$ cat src/rtl/nearest_hit_tracker.sv
// Streaming nearest-hit reducer: folds one ray's triangle intersection results
// into the closest positive-distance hit and presents it until the consumer takes it.
module nearest_hit_tracker #(
    parameter int WIDTH = 32,
    parameter int IDX_W = 10
) (
    input  logic                    clk,
    input  logic                    rst,
    input  logic                    in_valid,
    output logic                    in_ready,
    input  logic signed [WIDTH-1:0] in_t,
    input  logic [1:0]              in_code,
    input  logic [IDX_W-1:0]        in_idx,
    input  logic                    in_last,
    output logic                    out_valid,
    input  logic                    out_ready,
    output logic                    out_hit,
    output logic signed [WIDTH-1:0] out_t,
    output logic [IDX_W-1:0]        out_idx,
    output logic [IDX_W-1:0]        out_count
);

    typedef enum logic [1:0] {
        IDLE  = 2'd0,
        ACCUM = 2'd1,
        HOLD  = 2'd2
    } state_t;

    localparam logic [1:0]              CODE_HIT = 2'b01;
    localparam logic signed [WIDTH-1:0] T_ZERO   = '0;
    localparam logic [IDX_W-1:0]        CNT_ONE  = {{(IDX_W-1){1'b0}}, 1'b1};

    state_t                    state_q, state_d;
    logic                      best_hit_q, best_hit_d;
    logic signed [WIDTH-1:0]   best_t_q, best_t_d;
    logic [IDX_W-1:0]          best_idx_q, best_idx_d;
    logic [IDX_W-1:0]          count_q, count_d;

    logic accept;
    logic qualify;

    always_comb begin
        state_d    = state_q;
        best_hit_d = best_hit_q;
        best_t_d   = best_t_q;
        best_idx_d = best_idx_q;
        count_d    = count_q;

        in_ready = (state_q != HOLD);
        accept   = in_valid && in_ready;
        qualify  = (in_code == CODE_HIT) && (in_t > T_ZERO);

        case (state_q)
            IDLE: begin
                // The first result always seeds the accumulator; a non-qualifying
                // seed is harmless because best_hit gates every later use of it.
                if (accept) begin
                    best_hit_d = qualify;
                    best_t_d   = in_t;
                    best_idx_d = in_idx;
                    count_d    = CNT_ONE;
                    state_d    = in_last ? HOLD : ACCUM;
                end
            end
            ACCUM: begin
                if (accept) begin
                    // Strict less-than keeps the earlier triangle on equal distance.
                    if (qualify && (!best_hit_q || (in_t < best_t_q))) begin
                        best_hit_d = 1'b1;
                        best_t_d   = in_t;
                        best_idx_d = in_idx;
                    end
                    if (count_q != '1) begin
                        count_d = count_q + CNT_ONE;
                    end
                    if (in_last) begin
                        state_d = HOLD;
                    end
                end
            end
            HOLD: begin
                if (out_ready) begin
                    state_d = IDLE;
                end
            end
            default: begin
                state_d = IDLE;
            end
        endcase
    end

    always_ff @(posedge clk) begin
        if (rst) begin
            state_q    <= IDLE;
            best_hit_q <= 1'b0;
            best_t_q   <= '0;
            best_idx_q <= '0;
            count_q    <= '0;
        end else begin
            state_q    <= state_d;
            best_hit_q <= best_hit_d;
            best_t_q   <= best_t_d;
            best_idx_q <= best_idx_d;
            count_q    <= count_d;
        end
    end

    // Result fields are forced to zero outside HOLD and on a miss so stale
    // accumulator contents never leak to the consumer.
    always_comb begin
        out_valid = (state_q == HOLD);
        out_hit   = out_valid && best_hit_q;
        out_t     = out_hit ? best_t_q : T_ZERO;
        out_idx   = out_hit ? best_idx_q : '0;
        out_count = out_valid ? count_q : '0;
    end

endmodule

$ cat config.mk
export PLATFORM = sky130hd
export DESIGN_NAME = nearest_hit_tracker
export DESIGN_NICKNAME = d
export VERILOG_FILES = /design/src/rtl/nearest_hit_tracker.sv
export SDC_FILE = /design/constraint.sdc
export NUM_CORES = 1
export LEC_CHECK = 0
export ABC_CLOCK_PERIOD_IN_PS = 3800
export CAP_MARGIN = 30
export CORE_MARGIN = 2
export CORE_UTILIZATION = 49
export CTS_BUF_LIST = sky130_fd_sc_hd__clkbuf_16
export CTS_CLUSTER_DIAMETER = 120
export CTS_CLUSTER_SIZE = 30
export DETAILED_ROUTE_END_ITERATION = 8
export GPL_TIMING_DRIVEN = 0
export HOLD_SLACK_MARGIN = 0.02
export PLACE_DENSITY = 0.82
export SLEW_MARGIN = 0
export SYNTH_ARGS = -nofsm -noshare
export SYNTH_HDL_FRONTEND = slang
export SYNTH_SLANG_ARGS = --single-unit
$ cat constraint.sdc
create_clock -name clk -period 3.8 [get_ports clk]
set_input_delay 0.95 -clock clk [delete_from_list [all_inputs] [get_ports clk]]
set_output_delay 0.95 -clock clk [all_outputs]
set_load 0.02 [all_outputs]
==> metrics.md <==
| Metric | Value |
|---|---|
| Status | `finished, final reports clean` |
| Comb pwr share | `20.4%` |
| Routing usage on met2 | `41.7%` |
| Part of the power in registers | `41.6%` |
| Synth area leader | `dfxtp_1` |
| CTS resizes | `0` |
| Filler cells | `598` |
| DP HPWL | `7.53 mm` |
| Crit-path slowest cell | `or4_1` |
| Clock share of power | `38.0%` |
| F_max | `279 MHz` |
| Die width | `91.2 um` |
| Flip-flop and latch count after synthesis | `55` |
| Port-buffer cells | `102` |
| Die area | `8310 um2` |
| Count leader, synth | `nand2b_1` |
| Inserted Clock Buffers | `5` |
| Clk slew on worst S/H paths | `0.07 ns` |
| Crit-path max cell delay | `0.52 ns` |
| Antenna Violating Nets Remaining | `0` |
| Clock skew | `0.00474 ns` |
| Worst Path Max Fanout | `10` |
| Worst path required time | `4.01 ns` |
| Yosys cell types | `38` |
| CP arrival | `3.79 ns` |
| IO Count | `104` |
| Grt met3 use | `3.73%` |
| Root Driver | `clkbuf_16` |
| Post-synthesis simple-gate area fraction | `32.5%` |
| Core Region | `7290 um2` |
| Class of the most critical setup path | `in -> reg` |
| RD Place Congestion | `0.832` |
| Lkg Pwr | `2.11 nW` |
| GR Util All Layers | `23.6%` |
| Area Overhead vs Synth | `35.8%` |
| Post-Synth Adder-Cell Area | `10.8%` |
| Clk sinks | `55` |
| Sw frac | `24.9%` |
| WL final | `9.66 mm` |
| Total number of vias | `3434` |
| Mapped Nets | `516` |
| Largest net degree at the start of global routing | `17` |
| CTS tree | `built` |
| Critical path, cell by cell | `clkdlybuf4s50_1 > ha_1 > a21oi_1 > o21ai_0 > a221oi_1 > o21ai_0 > or4_1 > and3_1 > buf_6 > buf_12 > mux2i_1` |
| Headroom to the max-slew limit | `56.1%` |
| DRC | `0` |
| Worst VDD drop | `0.000248 V` |
| Detailed Route Iter0 Violations | `159` |
| Netlist Area Pre-Place | `3720 um2` |
| Most Crowded Layer GR | `met2` |
| # nets final | `625` |
| Row count | `31` |
| Antenna diode count | `0` |
| CP Capture Type | `flip-flop` |
| Mapped Avg Cell Area | `8.56 um2` |
| EDFF count, synth | `0` |
| Synth warn | `0` |
| Post-CTS setup buffers | `0` |
| Die height | `91.2 um` |
| Power Total | `1.53 mW` |
| CTS Hold Bufs | `0` |
| Initial Util | `51.0%` |
| Asr flop ratio synth | `0%` |
| Crit path time final | `3.58 ns` |
| Met1 GRT Util | `29.6%` |
| Net switching power | `382 uW` |
| Fraction of layout cells with a size suffix above 1 | `2.57%` |
| Fin crit share | `94.2%` |
| Cells after Synth | `435` |
| Post-synth top cells | `86 x nand2b_1, 55 x dfxtp_1, 46 x and3_1, 42 x mux2i_1` |
| Worst-Skew Late Latency | `0.29 ns` |
| Synth top area cells | `dfxtp_1 30%, nand2b_1 14%, mux2i_1 11%` |
| Maximum root-to-sink buffer count | `2` |
| Seq/Total Area, Yosys | `29.6%` |
| Vias in the first global route | `3371` |
| Routed vias/inst | `5.33` |
| Crit path launch type | `primary input` |
| DRT Pass-1 Iters | `4` |
| Compound-Gate Fraction of Synth Area | `6.12%` |
| P_int | `1.15 mW` |
| RSZ-0062 raised after global routing | `false` |
| Prevailing post-synth register cell | `dfxtp_1` |
| Htree depth | `2` |
| Setup TNS | `0 ns` |
| Mux cell area share after synthesis | `11.3%` |
| Slew Viols, Final | `0` |
| Endpoints failing setup | `0` |
| Initial antenna violation count | `0` |
| Worst slew pin tran | `0.656 ns` |
| Largest family of logic cells by synthesized area | `simple AND/OR/NAND/NOR gates` |
| Final hold violation count | `0` |
| WL/cell | `15.0 um` |
| Yosys top cell area share | `29.6%` |
| Grt total ovfl | `0` |
| Worst hold path class | `reg -> reg` |
| Xor-xnor portion of the synthesized cell area | `1.88%` |
| First-pass GRT wire length | `16.0 mm` |
| Most frequent CP cell | `o21ai_0` |
| Max-cap violations | `0` |
| PwrDens | `303 nW/um2` |
-- power by group through the flow --
stage          Combinational [mW]  Clock (mW)  Sequential (mW)
6_report                    0.313       0.582            0.636
5_1_grt                     0.349       0.612            0.641
4_1_cts                     0.314       0.591            0.636
3_3_place_gp                0.300           0            0.647
3_5_place_dp                0.311           0            0.649
2_1_floorplan               0.197           0            0.642
-- cells in the final DEF, fill, tap and decap left out, types with 2 or more instances in the layout --
| master | count |
|---|---|
| clkdlybuf4s50_1 | 102 |
| nand2b_1 | 86 |
| dfxtp_1 | 55 |
| and3_1 | 46 |
| mux2i_1 | 42 |
| inv_1 | 33 |
| ha_1 | 32 |
| clkbuf_1 | 20 |
| nor2_1 | 16 |
| nand2_1 | 13 |
| a21oi_1 | 13 |
| and2_1 | 12 |
| nor4_1 | 9 |
| o21ai_0 | 8 |
| nand4_1 | 8 |
| xor2_1 | 7 |
| nand3_1 | 6 |
| clkbuf_16 | 5 |
| buf_12 | 4 |
| and4_1 | 3 |
| a221oi_1 | 2 |
| a21o_1 | 2 |
| or2b_1 | 2 |
| bufinv_16 | 2 |
-- worst paths after layout --
| kind | from | cells after the start | slack [ns] | end |
|---|---|---|---|---|
| max reg2reg | best_t_q[27]$_SDFFE_PP0P_ | 11 | 0.99 | best_t_q[16]$_SDFFE_PP0P_ |
| min reg2reg | best_idx_q[4]$_SDFFE_PP0P_ | 2 | 0.48 | best_idx_q[4]$_SDFFE_PP0P_ |
| min | best_idx_q[4]$_SDFFE_PP0P_ | 2 | 0.48 | best_idx_q[4]$_SDFFE_PP0P_ |
| max | in_t[17] | 11 | 0.22 | best_t_q[16]$_SDFFE_PP0P_ |
-- critical path: cells and delay by family --
| kind | cells | cell delay [ns] |
|---|---|---|
| buf+inv | 3 | 0.79 |
| simple gates | 2 | 0.71 |
| mux | 1 | 0.16 |
| fa+ha+maj | 1 | 0.35 |
| compound gates | 4 | 0.83 |
-- registers in the layout, indices dropped and copies added (netlist names) --
name / cells
best_hit_q: 1
best_idx_q: 10
state_q: 2
count_q: 10
best_t_q: 32
-- cells by family (layout without fill, tap and decap cells) --
logic type,Yosys count,count (layout)
flip-flops,55,55
AO/OA/AOI/OAI,36,36
AND/OR/NAND/NOR,203,203
XOR/XNOR,8,8
adder cells (fa/ha/maj),32,32
multiplexers,42,42
buffers and inverters,59,169
-- stage by stage --
step / hold slack [ns] / setup WS [ns] / utilization [%] / area, um2 / instances
after floorplan: 0.437 / 0.731 / - / 3720 / 435
after global placement: 0.454 / 0.0291 / 66.7 / 4870 / 636
after detailed placement: 0.463 / -0.0225 / 66.7 / 4870 / 636
after CTS: 0.478 / 0.266 / 69.3 / 5060 / 644
after global routing: 0.494 / 0.0735 / 69.3 / 5060 / 644
final: 0.476 / 0.220 / 69.3 / 5060 / 644
-- layout make-up --
cell class / count / area [um2] / area share [%]
Clock buffer: 5 / 125 / 2.47
Inverter: 33 / 124 / 2.45
Buffer: 26 / 170 / 3.37
Sequential cell: 55 / 1100 / 21.8
Timing Repair Buffer: 102 / 1020 / 20.2
Multi-Input combinational cell: 321 / 2330 / 46.0
Clock inverter: 3 / 63.8 / 1.26
Tap cell: 99 / 124 / 2.45
-- routing by layer --
| metal | wire length [um] | vias to the layer above |
|---|---|---|
| met5 | 0 | - |
| met4 | 163 | 0 |
| met3 | 401 | 11 |
| met2 | 4870 | 88 |
| met1 | 4230 | 1631 |
| li1 | - | 1704 |
Note: power is estimated with default switching activity, not from simulation.
==> RTL change (same flow settings) <==
`WIDTH`: 32 -> 28.
--- a/src/rtl/nearest_hit_tracker.sv
+++ b/src/rtl/nearest_hit_tracker.sv
@@ -1,7 +1,7 @@
 // Streaming nearest-hit reducer: folds one ray's triangle intersection results
 // into the closest positive-distance hit and presents it until the consumer takes it.
 module nearest_hit_tracker #(
-    parameter int WIDTH = 32,
+    parameter int WIDTH = 28,
     parameter int IDX_W = 10
 ) (
     input  logic                    clk,
Interface: changed (resized in_t and out_t); port bits go from 104 to 96. The function was not compared with the original's and may differ.
==> RTL change against the original RTL <==
- first-iteration DRC count fell by 43%
- critical path depth fell by 4
- wire length decreased by 11%
- utilization shrank 1.5 points
- sequential cell count is 4 lower
- power is 14% lower
- synthesized area fell by 9.4%
- worst setup slack got worse by 0.059 ns
- design area is 9.8% lower
- critical path type is now register to output pin
- largest cell class unchanged
- largest power group unchanged
==> RTL change: results (changes against the original RTL) <==
| Metric | Value |
|---|---|
| Post-synth top flop | dfxtp_1 |
| Hpwl dp | 6570 um (-13%) |
| Ys Warns | 0 (unchanged) |
| Fillers | 558 (-6.7%) |
| Layout cells sized above 1 | 3.16% (+0.59 points) |
| Clk_skew | 0.00608 ns (+0.00134 ns) |
| Placer Congestion | 0.832 (about the same) |
| Pre-CTS setup slack | 0.0673 ns (+0.0899 ns) |
| P_leak | 1.85 nW (-12%) |
| Cell family contributing the most delay on the critical path | buffers and inverters |
| Worst-path clk slew | 0.07 ns (about the same) |
| Post-CTS Setup Bufs | 0 (unchanged) |
| Ranking of synthesized cells by area | dfxtp_1 30%, nand2b_1 15%, mux2i_1 11% |
| Hold Crit Class | register to register |
| Clock Path Buffers | 2 (unchanged) |
| Vias in the first global route | 3,035 (-10%) |
| Worst-Margin Slew | 0.584 ns (-0.0720 ns) |
| Maximum fanout along the worst path | 10 (unchanged) |
| Pin count of the biggest net entering global routing | 17 (unchanged) |
| First-pass GRT wire length | 14,100 um (-12%) |
| DR WL/cell | 14.7 um (-2.2%) |
| Outcome | finished clean |
| Max stage delay on crit path | 0.60 ns (+0.08 ns) |
| Via density per instance | 5.46 (+2.4%) |
| Antenna Diode Count | 0 (unchanged) |
| Biggest regs | best_t_q (28), best_idx_q (10), count_q (10) |
| Clock buffer count from CTS | 5 (unchanged) |
| Number of max-cap violations | 0 (unchanged) |
| Netlist cell types | 37 (-2.6%) |
| Cells on Worst Hold Path | 2 (unchanged) |
| Synthesized area per cell | 8.32 um^2 (-2.7%) |
| Fraction of the yosys area taken by sequential cells | 30.3% (+0.71 points) |
| # resized after CTS | 0 (unchanged) |
| Syn_nets | 478 (-7.4%) |
| DRT iter0 DRCs | 91 (-43%) |
| Nets@finish | 579 (-7.4%) |
| Worst R2R Path Depth | 12 (+1) |
| Max VDD drop | 0.209 mV (-16%) |
| Multi-input gate area | 0.00212 mm^2 (-8.9%) |
| Root Driver | clkbuf_16 |
| 1st-pass router iterations | 4 (unchanged) |
| DRT Wirelength | 8610 um (-11%) |
| GRT Util Overall | 23.0% (-0.55 points) |
| WP data arrival | 2.69 ns (-1.10 ns) |
| IO buf count | 94 (-7.8%) |
| DP Area | 0.00441 mm^2 (-9.4%) |
| Synth cell count leaders | 79 x nand2b_1, 51 x dfxtp_1, 39 x and3_1 |
| CP max stage cell | clkdlybuf4s50_1 |
[RTL change: worst min-delay path: stages, from the launching register on]
cell and delay (ns):
dfxtp_1 0.31, nand2b_1 0.06, mux2i_1 0.05
[RTL change: area by class of cell]
cell class / count / area share [%]
sequential: 51 / 22.4
multi-input combinational: 299 / 46.5
buffer: 25 / 2.61
tap: 80 / 2.20
inverter: 30 / 2.47
clock inverter: 3 / 0.439
clock buffer: 5 / 2.74
timing repair buffer: 94 / 20.6
[RTL change: cells by family (layout without fill, tap and decap cells)]
group           after synthesis  count (layout)  synth area share [%]
flops                        51              51                  30.3
compound gates               41              41                  7.46
mux                          38              38                  11.3
buf+inv                      55             157                  6.83
xor+xnor                      4               4                  1.04
fa+ha+maj                    28              28                  10.4
simple gates                188             188                  32.7
[RTL change: routing by layer]
layer,global-route usage (%),part of all wire [%],vias up
li1,-,-,1584
met1,29.9,45,1519
met2,39.8,48,99
met3,4.36,6.4,4
met4,4.69,0.45,0
met5,0,0,-
[RTL change: final timing paths]
kind,endpoint,start,slack (ns)
max,out_idx[1],state_q[0],0.16
min reg2reg,best_idx_q[1],best_idx_q[1],0.47
min,best_idx_q[1],best_idx_q[1],0.47
max reg2reg,best_t_q[4],best_t_q[2],1.11
[RTL change: power breakdown]
group / internal [mW] / switching, mW
combinational: 0.139 / 0.137
clock: 0.243 / 0.202
sequential: 0.567 / 0.0226
total: 0.950 / 0.362
